`src/rtl/cpu_pkg.sv`:
```
// Shared definitions for the 16-bit pipeline: default widths, reset vector
// and the fetch-stage state encoding.
package cpu_pkg;

    localparam int unsigned CPU_ADDR_W   = 16;
    localparam int unsigned CPU_INSTR_W  = 16;
    localparam logic [15:0] CPU_RESET_PC = 16'h0000;
    localparam int unsigned PC_INC       = 2;

    typedef enum logic [1:0] {
        START   = 2'd0,
        FETCH   = 2'd1,
        HOLD    = 2'd2,
        DISCARD = 2'd3
    } fetch_state_t;

endpackage

```
`src/rtl/if_id_reg.sv`:
```
// IF/ID pipeline register: one instruction word with its address and
// fall-through address, plus a valid flag.
module if_id_reg
    import cpu_pkg::*;
#(
    parameter int unsigned ADDR_W  = CPU_ADDR_W,
    parameter int unsigned INSTR_W = CPU_INSTR_W
) (
    input  logic               clk,
    input  logic               reset_n,
    input  logic               load,
    input  logic               clear,
    input  logic [INSTR_W-1:0] next_instr,
    input  logic [ADDR_W-1:0]  next_pc,
    input  logic [ADDR_W-1:0]  next_pc_plus2,
    output logic               valid,
    output logic [INSTR_W-1:0] instr,
    output logic [ADDR_W-1:0]  pc,
    output logic [ADDR_W-1:0]  pc_plus2
);

    // load wins over clear so a consumed word can be replaced in the same cycle
    always_ff @(posedge clk or negedge reset_n) begin
        if (!reset_n) begin
            valid    <= 1'b0;
            instr    <= '0;
            pc       <= '0;
            pc_plus2 <= '0;
        end else if (load) begin
            valid    <= 1'b1;
            instr    <= next_instr;
            pc       <= next_pc;
            pc_plus2 <= next_pc_plus2;
        end else if (clear) begin
            valid    <= 1'b0;
        end
    end

endmodule

```
`src/rtl/fetch_unit.sv`:
```
// Instruction fetch stage: PC, single-outstanding memory requests, a one-word
// hold buffer for stalls and redirect handling feeding the IF/ID register.
module fetch_unit
    import cpu_pkg::*;
#(
    parameter int unsigned       ADDR_W   = CPU_ADDR_W,
    parameter int unsigned       INSTR_W  = CPU_INSTR_W,
    parameter logic [ADDR_W-1:0] RESET_PC = ADDR_W'(CPU_RESET_PC)
) (
    input  logic               clk,
    input  logic               reset_n,
    output logic               imem_req,
    output logic [ADDR_W-1:0]  imem_addr,
    input  logic               imem_ack,
    input  logic [INSTR_W-1:0] imem_rdata,
    input  logic               stall,
    input  logic               redirect_valid,
    input  logic [ADDR_W-1:0]  redirect_pc,
    output logic [ADDR_W-1:0]  pc_out,
    output logic [ADDR_W-1:0]  pc_plus2,
    output logic               if_id_valid,
    output logic [INSTR_W-1:0] if_id_instr,
    output logic [ADDR_W-1:0]  if_id_pc,
    output logic [ADDR_W-1:0]  if_id_pc_plus2
);

    fetch_state_t       state, state_n;
    logic [ADDR_W-1:0]  pc, pc_n, pc_inc;
    logic [ADDR_W-1:0]  disc_addr;
    logic [INSTR_W-1:0] hold_instr;
    logic [ADDR_W-1:0]  hold_pc, hold_pc2;
    logic               hold_cap, disc_cap;
    logic               ifid_load, ifid_clear;
    logic [INSTR_W-1:0] ld_instr;
    logic [ADDR_W-1:0]  ld_pc, ld_pc2;

    assign pc_inc    = pc + ADDR_W'(PC_INC);
    assign pc_out    = pc;
    assign pc_plus2  = pc_inc;
    assign imem_req  = (state == FETCH) || (state == DISCARD);
    assign imem_addr = (state == DISCARD) ? disc_addr : pc;

    always_comb begin
        state_n    = state;
        pc_n       = pc;
        hold_cap   = 1'b0;
        disc_cap   = 1'b0;
        ifid_load  = 1'b0;
        ifid_clear = if_id_valid && !stall;
        ld_instr   = imem_rdata;
        ld_pc      = pc;
        ld_pc2     = pc_inc;
        if (redirect_valid) begin
            ifid_clear = 1'b1;
            pc_n       = redirect_pc & ~ADDR_W'(1);
            unique case (state)
                FETCH: begin
                    // keep the in-flight request at its old address until acked
                    state_n  = imem_ack ? FETCH : DISCARD;
                    disc_cap = !imem_ack;
                end
                DISCARD: state_n = imem_ack ? FETCH : DISCARD;
                default: state_n = FETCH;
            endcase
        end else begin
            unique case (state)
                START: state_n = FETCH;
                FETCH: begin
                    if (imem_ack) begin
                        pc_n = pc_inc;
                        if (!if_id_valid || !stall) begin
                            ifid_load = 1'b1;
                        end else begin
                            hold_cap = 1'b1;
                            state_n  = HOLD;
                        end
                    end
                end
                HOLD: begin
                    if (!stall) begin
                        ifid_load = 1'b1;
                        ld_instr  = hold_instr;
                        ld_pc     = hold_pc;
                        ld_pc2    = hold_pc2;
                        state_n   = FETCH;
                    end
                end
                DISCARD: if (imem_ack) state_n = FETCH;
                default: state_n = START;
            endcase
        end
    end

    always_ff @(posedge clk or negedge reset_n) begin
        if (!reset_n) begin
            state      <= START;
            pc         <= RESET_PC;
            disc_addr  <= '0;
            hold_instr <= '0;
            hold_pc    <= '0;
            hold_pc2   <= '0;
        end else begin
            state <= state_n;
            pc    <= pc_n;
            if (disc_cap) disc_addr <= pc;
            if (hold_cap) begin
                hold_instr <= imem_rdata;
                hold_pc    <= pc;
                hold_pc2   <= pc_inc;
            end
        end
    end

    if_id_reg #(
        .ADDR_W (ADDR_W),
        .INSTR_W(INSTR_W)
    ) u_if_id (
        .clk          (clk),
        .reset_n      (reset_n),
        .load         (ifid_load),
        .clear        (ifid_clear),
        .next_instr   (ld_instr),
        .next_pc      (ld_pc),
        .next_pc_plus2(ld_pc2),
        .valid        (if_id_valid),
        .instr        (if_id_instr),
        .pc           (if_id_pc),
        .pc_plus2     (if_id_pc_plus2)
    );

endmodule

```
`config.mk`:
```
export PLATFORM = sky130hd
export DESIGN_NAME = fetch_unit
export DESIGN_NICKNAME = d
export VERILOG_FILES = /design/src/rtl/cpu_pkg.sv /design/src/rtl/if_id_reg.sv /design/src/rtl/fetch_unit.sv
export SDC_FILE = /design/constraint.sdc
export NUM_CORES = 1
export LEC_CHECK = 0
export ABC_AREA = 1
export BUFFER_PORTS_ARGS = -buffer_cell sky130_fd_sc_hd__buf_2
export CORE_MARGIN = 2
export CORE_UTILIZATION = 45
export DETAILED_ROUTE_END_ITERATION = 8
export PLACE_DENSITY = 0.8
export RECOVER_POWER = 25
export SLEW_MARGIN = 5
export SYNTH_ARGS = -nofsm -noshare
export SYNTH_HDL_FRONTEND = slang
export SYNTH_SLANG_ARGS = --single-unit
```
`constraint.sdc`:
```
create_clock -name clk -period 3.05 [get_ports clk]
set_clock_uncertainty 0.1 [all_clocks]
set_input_delay 0.915 -clock clk [delete_from_list [all_inputs] [get_ports clk]]
set_output_delay 0.915 -clock clk [all_outputs]
set_load 0.005 [all_outputs]
```
== Word-level counts from Yosys, hierarchy flattened ==
Cells that the tools add are included.

* Flip-flop bits (word level): 131
* Output and inout port bits: 98
* Bits of input ports: 37
* Logic and storage cells: 66

* Equal/unequal tests: 7
* Add/sub/neg operators: 1
* Muxes and demuxes: 35
* Reduce and logical (&&, ||, !) cells: 13

{| class="wikitable"
|+ Operators with widths
! kind !! count
|-
| $mux W16 || 13
|-
| $add A16 B2 Y16 const B || 1
|-
| $mux W2 || 7
|-
| $mux W1 || 13
|-
| $ne A3 B3 Y1 const B || 4
|-
| $pmux W2 S4 || 1
|-
| $reduce_bool A2 Y1 || 3
|-
| $eq A2 B2 Y1 const B || 2
|-
| $reduce_and A4 Y1 || 1
|-
| $logic_not A1 Y1 || 3
|-
| $eq A2 B1 Y1 const B || 1
|-
| $logic_not A2 Y1 || 1
|-
| $logic_or A1 B1 Y1 || 2
|-
| $pmux W1 S2 || 1
|-
| $reduce_and A2 Y1 || 1
|-
| $reduce_or A2 Y1 || 1
|-
| $logic_and A1 B1 Y1 || 1
|}

== Depth between registers and ports, before layout ==
* Depth after elaboration: 7
* Gate-level depth with buffers: 10
* Gate-level depth less buffers: 9

== Cells and area by module ==
A second synthesis with hierarchy kept.

* Cell total of the unflattened synthesis: 774
* Area, all modules: 6,204.7 um^2

{| class="wikitable"
|+ By module, submodules not included
! module !! seq. area each (um^2) !! cells an instance !! times used !! area an instance (um^2)
|-
| fetch_unit || 1,951.9 || 567 || 1 || 4,362.9
|-
| if_id_reg || 1,226.2 || 207 || 1 || 1,841.8
|}

== Worst setup path before layout ==
Ideal clock, no wire load.

* Kind: reg2out
* Start: register pc[1] (netlist: pc_out[1])
* End: output pc_plus2[11]
* Arrival time: 1.279 ns
* Stages on the path, launching flop included: 7
* Path slack: 0.756 ns
* Path buffers: 0
* Data required time: 2.035 ns
* Path through: dfrtp_1 -> ha_1 -> nand2_1 -> nor2_1 -> nand2_1 -> o21bai_1 -> nand2_1

* Word-level cells in the longest chain between the ends: 1

{| class="wikitable"
|+ Ends and longest elaborated chain
! element !! line !! source
|-
| start, declared || fetch_unit.sv:28 || <nowiki>logic [ADDR_W-1:0] pc, pc_n, pc_inc;</nowiki>
|-
| start signal, assigned || fetch_unit.sv:104 || <nowiki>pc <= pc_n;</nowiki>
|-
| $add A16 B2 Y16 || fetch_unit.sv:37 || <nowiki>assign pc_inc = pc + ADDR_W'(PC_INC);</nowiki>
|-
| end, declared || fetch_unit.sv:20 || <nowiki>output logic [ADDR_W-1:0] pc_plus2,</nowiki>
|}

Every way passes these cells.

== Worst setup path after layout ==
* Start: register pc[2] (netlist: pc_out[2])
* End: output pc_plus2[11]

Same word-level chain as after synthesis.

==> results.md <==
- Placed instance count: 993
- Arrival time worst endpoint: 1890 ps
- Site row count: 41
- Area growth syn-to-layout: 23.8%
- Kind of critical path: flop to output port
- Clk_lat worst skew: 410 ps
- Tmin final: 2900 ps
- DRC: 0
- CTS Buf Count: 17
- Vias in the first global route: about 4700
- Die footprint: around 0.014 sq mm
- Required time worst endpoint: 2030 ps
- Status: finished, violations left
- Hold Slack: ~370 ps
- Power Total: 6490 uW
- Post-synth EDFFs: 0
- Post-Layout Cell Count: 1026
- CTS tree: built
- RSZ-0062 raised after global routing: true
- Final wirelength: 15900 um
- I/O Pins: 135
- Initial Utilization: 0.460
- Worst hold-check path type: flop to flop
- Power Density: just over 900 mW/mm^2
- Netlist cell types: 31
- Final #Nets: 883
- Yosys top cell by area: dfrtp_1
- Worst slew pin tran: 1680 ps
- Failing checks: max-capacitance violations, max-slew violations
- Final GP Congestion: 0.889
- Global-route wire length before repair: 24800 um
- Slew HR: -0.120
- CTS clk-pin slew, worst paths: 50 ps
- Dominant cells by area after synthesis: dfrtp_1 (54%), nand2_1 (16%), o21ai_0 (6.8%)
- Main synth FF type: dfrtp_1
- Syn Inst Count: about 710
- Die W: 117 um
- Syn avg cell area: approximately 8 sq um
- Mapped cell area: 0.00578 sq mm
- Yosys top cell area share: 0.542
- Register area share after synthesis: 0.542
- Antenna violations before repair: 0
- Core Area: 0.0126 sq mm
- Clock sinks: 125
- Initial DRC count: 489
- CTS root buf: clkbuf_16
- F_max: 0.344 GHz
- Leak: between 0.003 and 0.004 uW
- Final Hold Vio Count: 0
- Count of final setup violators: 0
- Final antenna-violating net count: 0
- Total GRT Usage: 0.238
- Synthesis Warnings: 0
- N_diodes: 0
- Most common cell in the netlist: nand2_1
- Via Count: 5259
- Port bufs: roughly 130
- Max FO, Critical Path: 5
- Max VDD drop: 382 uV
- Share of cells above drive strength 1: 0.226
- H-tree levels: 4
- Commonest cells post-synth: nand2_1 (253), dfrtp_1 (125), o21ai_0 (78)
- Largest net degree at the start of global routing: 126
- First-pass DRT Iterations: 5
- Startpoint types: flop
- Fin. max-slew vios: 126
- Grt total ovfl: 0
- Vias per std cell: 5.13
- DIE HEIGHT: 117 um
- Async set-reset flop share out of synthesis: 1.00
- Max Buffers Root-to-Sink: 2
- Kind of end point of the critical path: output port
- #FFs+latches synth: 125
- Max Cap Viol: 1
- # hold bufs at CTS: 0
- Tcrit/Tclk final: 0.952
- HPWL after DPL: 10800 um
- Post-DR wirelength/cell: 15.5 um
==> timing repair <==
| action | 4_1_cts | 5_1_grt |
|---|---|---|
| endpoints found under the setup margin | 2 | 6 |
| buffers inserted | 0 | 2 |
| gates cloned | 0 | 0 |
| resized for setup | 1 | 6 |
==> critical path, cell delays in order (launching register included) <==
cell	delay, ps
dfrtp_1	400
ha_2	240
nand2_1	100
nor2_4	130
nand2_1	120
o21bai_1	180
nand2_1	140
buf_2	160
==> power breakdown <==
group          switching, uW  internal (uW)
clock                    679           1100
sequential               366           2250
combinational           1240            854
==> final timing paths <==
kind	start	end	slack (ps)	depth (start not counted)
setup / recovery	pc_out[2]	pc_plus2[11]	150	7
hold / removal	hold_instr[6]	hold_instr[6]	370	2
setup reg to reg	state[0]	u_if_id.instr[6]	750	8
hold reg to reg	hold_instr[6]	hold_instr[6]	370	2
max in group asynchronous	reset_n	pc_out[1]	760	2
min in group asynchronous	reset_n	state[0]	960	2
==> layout make-up <==
cell class | instances | area [sq um]
fillers | 1134 | 5420
flip-flops and latches | 125 | 3130
multi-input cells | 511 | 2330
repair buffers | 149 | 813
clock buffers | 21 | 440
well taps | 172 | 215
inverters | 38 | 145
clock inverters | 10 | 75.1
==> flip-flops by register name, summed over array words and instances (netlist names) <==
register          cells
state                 2
u_if_id.pc_plus2     15
pc_out               15
u_if_id.pc           15
hold_instr           16
hold_pc2             15
hold_pc              15
u_if_id.instr        16
u_if_id.valid         1
disc_addr            15
==> through the flow <==
step / TNS, ps / area, sq um / utilization / setup WS, ps
final: 0 / 7150 / 0.569 / 147
after global routing: -39.8 / 7150 / 0.569 / -38.7
after CTS: 0 / 7120 / 0.567 / 1.01
after detailed placement: 0 / 6600 / 0.525 / 364
after global placement: 0 / 6600 / 0.525 / 405
after floorplan: 0 / 5790 / - / 756
==> layer usage <==
| metal | track usage | wire, um | part of all wire | vias to the layer above |
|---|---|---|---|---|
| met5 | 0 | 0 | 0 | - |
| met2 | 0.362 | 7320 | 0.46 | 230 |
| met4 | 0.0871 | 454 | 0.029 | 0 |
| met1 | 0.331 | 6780 | 0.43 | 2454 |
| li1 | - | - | - | 2545 |
| met3 | 0.0613 | 1350 | 0.085 | 30 |
==> logic make-up after synthesis <==
| kind of cell | synth area share |
|---|---|
| AOI/OAI and AO/OA | 0.135 |
| xor gates and xnor gates | 0.0106 |
| adders and majority gates | 0.00867 |
| buffers and inverters | 0.0620 |
| DFF | 0.542 |
| other | 0.000649 |
| and+or+nand+nor | 0.241 |
==> cell usage in the layout, fill, tap and decap left out, drive strengths merged, types with 5 or more instances in the layout <==
| cell type | n |
|---|---|
| inv | 36 |
| nand4 | 6 |
| buf | 147 |
| o21ai | 131 |
| clkinv | 11 |
| nor2 | 58 |
| clkbuf | 23 |
| o211ai | 6 |
| conb | 5 |
| nand3 | 25 |
| a21oi | 7 |
| xor2 | 7 |
| nand2 | 255 |
| dfrtp | 125 |
Power figures use the tool's default switching activity.
